<file path="src/rtl/timer_pkg.sv">
// rtl/timer_pkg.sv - shared state encoding, BCD constants and clamp helper for the countdown timer
package timer_pkg;

  typedef enum logic [1:0] {
    ST_IDLE   = 2'd0,
    ST_RUN    = 2'd1,
    ST_PAUSED = 2'd2,
    ST_DONE   = 2'd3
  } state_t;

  localparam logic [3:0] BCD_MAX  = 4'd9;
  localparam logic [3:0] BCD_ZERO = 4'd0;

  function automatic logic [3:0] bcd_clamp(input logic [3:0] v);
    return (v > BCD_MAX) ? BCD_MAX : v;
  endfunction

endpackage

</file>
<file path="src/rtl/tick_prescaler.sv">
// rtl/tick_prescaler.sv - divides the system clock down to a one-cycle tick
// The count holds while enable is low, so a paused period resumes where it left off.
module tick_prescaler #(
  parameter int CLK_HZ  = 50000000,
  parameter int TICK_HZ = 1
) (
  input  logic clock,
  input  logic reset_n,
  input  logic clear,
  input  logic enable,
  output logic tick
);

  localparam int LP_TERM = CLK_HZ / TICK_HZ - 1;
  localparam int LP_W    = (LP_TERM > 0) ? $clog2(LP_TERM + 1) : 1;
  localparam logic [LP_W-1:0] LP_TERM_V = LP_W'(LP_TERM);

  logic [LP_W-1:0] r_cnt;
  logic            w_term;

  assign w_term = (r_cnt == LP_TERM_V);
  assign tick   = enable & ~clear & w_term;

  always_ff @(posedge clock or negedge reset_n) begin
    if (!reset_n) begin
      r_cnt <= '0;
    end else if (clear) begin
      r_cnt <= '0;
    end else if (enable) begin
      r_cnt <= w_term ? '0 : r_cnt + 1'b1;
    end
  end

endmodule

</file>
<file path="src/rtl/bcd_units_countdown.sv">
// rtl/bcd_units_countdown.sv - units-digit BCD down-counter with run/pause/done control and borrow to the tens stage
// AUTO_RESTART_EN: when defined, the all-zero condition reloads and keeps running instead of entering DONE.
module bcd_units_countdown
  import timer_pkg::*;
#(
  parameter int         CLK_HZ     = 50000000,
  parameter int         TICK_HZ    = 1,
  parameter logic [3:0] RELOAD_VAL = 4'd9
) (
  input  logic       clock,
  input  logic       reset_n,
  input  logic       load,
  input  logic [3:0] load_val,
  input  logic       start,
  input  logic       pause,
  input  logic       tens_zero,
  output logic [3:0] bcd,
  output logic       borrow,
  output logic       tick,
  output logic       done
);

  localparam logic [3:0] LP_RELOAD = bcd_clamp(RELOAD_VAL);

  state_t     r_state, w_state_nxt;
  logic [3:0] r_bcd, w_bcd_nxt;
  logic       r_borrow, w_borrow_nxt;
  logic       r_done, w_done_nxt;
  logic       r_tick;
  logic       w_presc_tick, w_presc_clear, w_presc_en;
  logic       w_resume;

  // Pause gates the prescaler in the same cycle, so a coincident tick is held, not lost.
  assign w_presc_clear = load | (r_state == ST_IDLE);
  assign w_presc_en    = (r_state == ST_RUN) & ~pause & ~load;
  assign w_resume      = start & ~pause;

  tick_prescaler #(
    .CLK_HZ (CLK_HZ),
    .TICK_HZ(TICK_HZ)
  ) u_prescaler (
    .clock  (clock),
    .reset_n(reset_n),
    .clear  (w_presc_clear),
    .enable (w_presc_en),
    .tick   (w_presc_tick)
  );

  always_ff @(posedge clock or negedge reset_n) begin
    if (!reset_n) r_state <= ST_IDLE;
    else          r_state <= w_state_nxt;
  end

  always_comb begin
    w_state_nxt = r_state;
    if (load) begin
      w_state_nxt = ST_IDLE;
    end else begin
      case (r_state)
        ST_IDLE:   if (w_resume) w_state_nxt = ST_RUN;
        ST_RUN: begin
          if (pause) begin
            w_state_nxt = ST_PAUSED;
          end else if (w_presc_tick && (r_bcd == BCD_ZERO) && tens_zero) begin
`ifdef AUTO_RESTART_EN
            w_state_nxt = ST_RUN;
`else
            w_state_nxt = ST_DONE;
`endif
          end
        end
        ST_PAUSED: if (w_resume) w_state_nxt = ST_RUN;
        default:   w_state_nxt = ST_DONE;
      endcase
    end
  end

  always_comb begin
    w_bcd_nxt    = r_bcd;
    w_borrow_nxt = 1'b0;
    w_done_nxt   = (r_state == ST_DONE);
    if (load) begin
      w_bcd_nxt  = bcd_clamp(load_val);
      w_done_nxt = 1'b0;
    end else if (w_presc_tick) begin
      if (r_bcd != BCD_ZERO) begin
        w_bcd_nxt = r_bcd - 4'd1;
      end else if (!tens_zero) begin
        w_bcd_nxt    = LP_RELOAD;
        w_borrow_nxt = 1'b1;
      end else begin
`ifdef AUTO_RESTART_EN
        w_bcd_nxt    = LP_RELOAD;
        w_borrow_nxt = 1'b1;
        w_done_nxt   = 1'b1;
`else
        w_done_nxt   = 1'b1;
`endif
      end
    end
  end

  always_ff @(posedge clock or negedge reset_n) begin
    if (!reset_n) begin
      r_bcd    <= BCD_ZERO;
      r_borrow <= 1'b0;
      r_done   <= 1'b0;
      r_tick   <= 1'b0;
    end else begin
      r_bcd    <= w_bcd_nxt;
      r_borrow <= w_borrow_nxt;
      r_done   <= w_done_nxt;
      r_tick   <= w_presc_tick;
    end
  end

  assign bcd    = r_bcd;
  assign borrow = r_borrow;
  assign done   = r_done;
  assign tick   = r_tick;

endmodule
</file>
<file path="config.mk">
export PLATFORM = sky130hd
export DESIGN_NAME = bcd_units_countdown
export DESIGN_NICKNAME = d
export VERILOG_FILES = /design/src/rtl/timer_pkg.sv /design/src/rtl/tick_prescaler.sv /design/src/rtl/bcd_units_countdown.sv
export SDC_FILE = /design/constraint.sdc
export NUM_CORES = 1
export LEC_CHECK = 0
export ABC_CLOCK_PERIOD_IN_PS = 4500
export BUFFER_PORTS_ARGS = -buffer_cell sky130_fd_sc_hd__buf_2
export CAP_MARGIN = 20
export CORE_MARGIN = 2
export CORE_UTILIZATION = 54
export CTS_BUF_LIST = sky130_fd_sc_hd__clkbuf_2 sky130_fd_sc_hd__clkbuf_4 sky130_fd_sc_hd__clkbuf_8
export CTS_CLUSTER_DIAMETER = 30
export DETAILED_ROUTE_END_ITERATION = 7
export GPL_ROUTABILITY_DRIVEN = 0
export GPL_TIMING_DRIVEN = 0
export PLACE_DENSITY = 0.82
export SLEW_MARGIN = 0
export SYNTH_ARGS = -nofsm -noshare
export SYNTH_HDL_FRONTEND = slang
export SYNTH_SLANG_ARGS = --single-unit
</file>
<file path="constraint.sdc">
create_clock -name clock -period 4.5 [get_ports clock]
set_input_delay 0.9 -clock clock [delete_from_list [all_inputs] [get_ports clock]]
set_output_delay 0.9 -clock clock [all_outputs]
set_load 0.01 [all_outputs]
</file>
==> run_results.csv <==
group,metric,value,unit
flow_run,cap_violations,0,
critical_path,crit_buf_inv,1,
clocking,cts_tree,"done",
grt,grt_use_total,22.3,%
die,die-area,4110,um^2
pwr,p_clk_share,35.0,%
clocking,clock_path_buffers,2,
critical_path,critical-path-max-stage-delay,0.58,ns
sta,fin_crit,2.36,ns
sta,relSlewSlack,48.6,%
clocking,cts.clk_slew.worst_paths,0.10,ns
detailed_routing,ant_nets,0,
final_layout,synthToLayoutAreaGrowth,10.8,%
die,io_pins,17,
critical_path,crit_chain,"buf_2 -> or4b_1 -> nor4_2 -> nand3_2 -> o21a_1 -> o31a_1",
placed_design,place_hpwl,2710,um
final_layout,fillers,278,
final_layout,drive_above_1_share,17.9,%
detailed_routing,routed_via_density,5.85,
detailed_routing,drtIter0Drc,123,
placed_design,io_buffers,15,
final_layout,layout.nets,245,
detailed_routing,first_pass_iters,4,
clocking,clock-sinks,35,
clocking,postCtsSetupBuffers,0,
clocking,cts_buffers,5,
yosys,syn_inst,211,
grt,grt_overflow,0,
grt,grt_max_degree,36,
yosys,postSynth.asyncResetShare,100,%
clocking,htreeDepth,2,
yosys,yosysTopAreaCell,"dfrtp_1",
sta,rsz0062_at_grt,"false",
die,fp.dieH,64.1,um
die,die_x,64.1,um
yosys,yosysUniqueCellTypes,52,
yosys,ys_ff_latch,35,
die,rows,21,
critical_path,crit_family,"simple AND/OR/NAND/NOR gates",
pwr,switching_share,23.6,%
critical_path,r2r_setup_slack,2.19,ns
detailed_routing,drc_errors,0,
clocking,root_buffer,"clkbuf_4",
pwr,p_per_area,261,nW/um^2
critical_path,worst-setup-path-type,"input port to register",
yosys,syn_nets,222,
clocking,ctsResizeCount,0,
pwr,pwr-share-comb,7.7,%
pwr,p_sw,0.000133,W
grt,grt_pass1_wl,7170,um
critical_path,cp_slowest_cell,"or4b_1",
yosys,ys_seq_area_share,44.9,%
yosys,synth_area_leaders,"dfrtp_1 (45%), nor2_1 (5.4%), nand2_1 (3.7%), xor2_1 (3.6%), xnor2_1 (3.1%)",
pwr,p_int,0.000432,W
grt,first_global_vias,1610,
sta,tns,0,ns
sta,setup_viol,0,
pwr,ir_drop,0.142,mV
run_status,status,"complete, no violations",
critical_path,worstPathRequired,4.72,ns
grt,antenna_found_initial,0,
detailed_routing,drt_wl_total,3980,um
pwr,p_leak,0.866,nW
sta,slew_violations,0,
sta,fin_crit_sh,52.5,%
sta,finalHoldViolations,0,
critical_path,arrival,2.59,ns
clocking,cts_hold_buf,0,
clocking,clk_latency,0.33,ns
sta,timing.fmax,423,MHz
yosys,synth_warnings,0,
pwr,seq_power_share,57.3,%
yosys,synth_edf_count,0,
critical_path,start_kind,"input port",
detailed_routing,wl_per_cell,14.1,um
sta,fin_worst_skew,0.00991,ns
sta,timing.hold.ws,0.534,ns
yosys,yosys.area.top_type_share,44.9,%
hold_path,min_path_type,"register to register",
final_layout,insertedDiodeCount,0,
critical_path,end_kind,"register",
yosys,synth_area_per_cell,9.24,um^2
yosys,ys.flop_type,"dfrtp_1",
critical_path,critPathMaxFanout,9,
die,start_util,57.5,%
sta,worst_slew_pin_slew,0.771,ns
detailed_routing,num_vias,1644,
yosys,netlist_area,1950,um^2
die,core_area,3390,um^2
## cells in the mapped netlist (all sizes together) (3+ instances only)
cell type / n
xor2: 8
nand4: 9
mux2i: 3
o21ai: 10
nand3: 11
dfrtp: 35
nor2: 29
nand2: 19
clkbuf: 3
nor4: 7
and3: 4
nor2b: 3
nor3: 7
inv: 6
xnor2: 7
a21oi: 8
buf: 4
a31oi: 6
## cells by family (layout without fill, tap and decap cells)
group | after synthesis | count (layout) | share of synthesized area (%)
AND/OR/NAND/NOR | 104 | 104 | 29.3
multiplexers | 4 | 4 | 2.12
adder cells (fa/ha/maj) | 1 | 1 | 0.642
XOR/XNOR | 15 | 15 | 6.74
buffers and inverters | 13 | 37 | 3.21
AO/OA/AOI/OAI | 39 | 39 | 13.1
flip-flops | 35 | 35 | 44.9
## through the flow
step                      util (%)  area (um^2)  setup WS [ns]  power [W]  instances
after floorplan                  -         1950           1.94   0.000353        211
after global placement        61.4         2080           1.82   0.000372        272
after detailed placement      61.4         2080           1.80   0.000373        272
after CTS                     63.6         2150           2.15   0.000571        280
after global routing          63.7         2160           2.05   0.000591        281
final                         63.7         2160           2.14   0.000565        281
## placed cells by master, fill, tap and decap left out, drive strengths merged, types with 4 or more instances in the layout
cell,synthesis,routed
a21oi,8,8
a31oi,6,6
and3,4,4
buf,4,19
clkbuf,3,12
dfrtp,35,35
inv,6,6
nand2,19,19
nand3,11,11
nand4,9,9
nor2,29,29
nor3,7,7
nor4,7,7
o21ai,10,10
xnor2,7,7
xor2,8,8
## power by group through the flow
stage	registers [W]	clock network, W	logic (W)
floorplan	0.000330	0	0.0000225
global placement	0.000330	0	0.0000424
detailed placement	0.000329	0	0.0000432
CTS	0.000324	0.000203	0.0000439
global route	0.000325	0.000217	0.0000498
finish	0.000324	0.000198	0.0000434
## routing by layer
metal	wire length, um	track usage [%]
met2	1790	33.2
met1	1940	30.4
met5	0	0
met3	174	4.75
met4	67	11.7
## worst paths after layout
check | startpoint | endpoint | cells past startpoint
worst max-delay path | load | bcd[3] | 6
min in group asynchronous | reset_n | u_prescaler.r_cnt[21] | 1
worst min register to register | u_prescaler.r_cnt[22] | u_prescaler.r_cnt[22] | 1
worst max register to register | u_prescaler.r_cnt[7] | u_prescaler.r_cnt[15] | 6
worst min-delay path | u_prescaler.r_cnt[22] | u_prescaler.r_cnt[22] | 1
max in group asynchronous | reset_n | u_prescaler.r_cnt[11] | 1
## sequential cells by signal, summed over array words and instances (netlist names)
signal and cells:
done 1, borrow 1, bcd 4, tick 1, r_state 2, u_prescaler.r_cnt 26
## area by class of cell
cell class / instances / area, um^2 / area share [%]
plain buffers: 7 / 40.0 / 1.85
clock buffers: 8 / 72.6 / 3.36
inverters: 6 / 22.5 / 1.04
multi-input cells: 163 / 1010 / 46.8
flip-flops and latches: 35 / 876 / 40.6
well taps: 46 / 57.6 / 2.67
repair buffers: 16 / 80.1 / 3.71
Power figures use the tool's default switching activity.
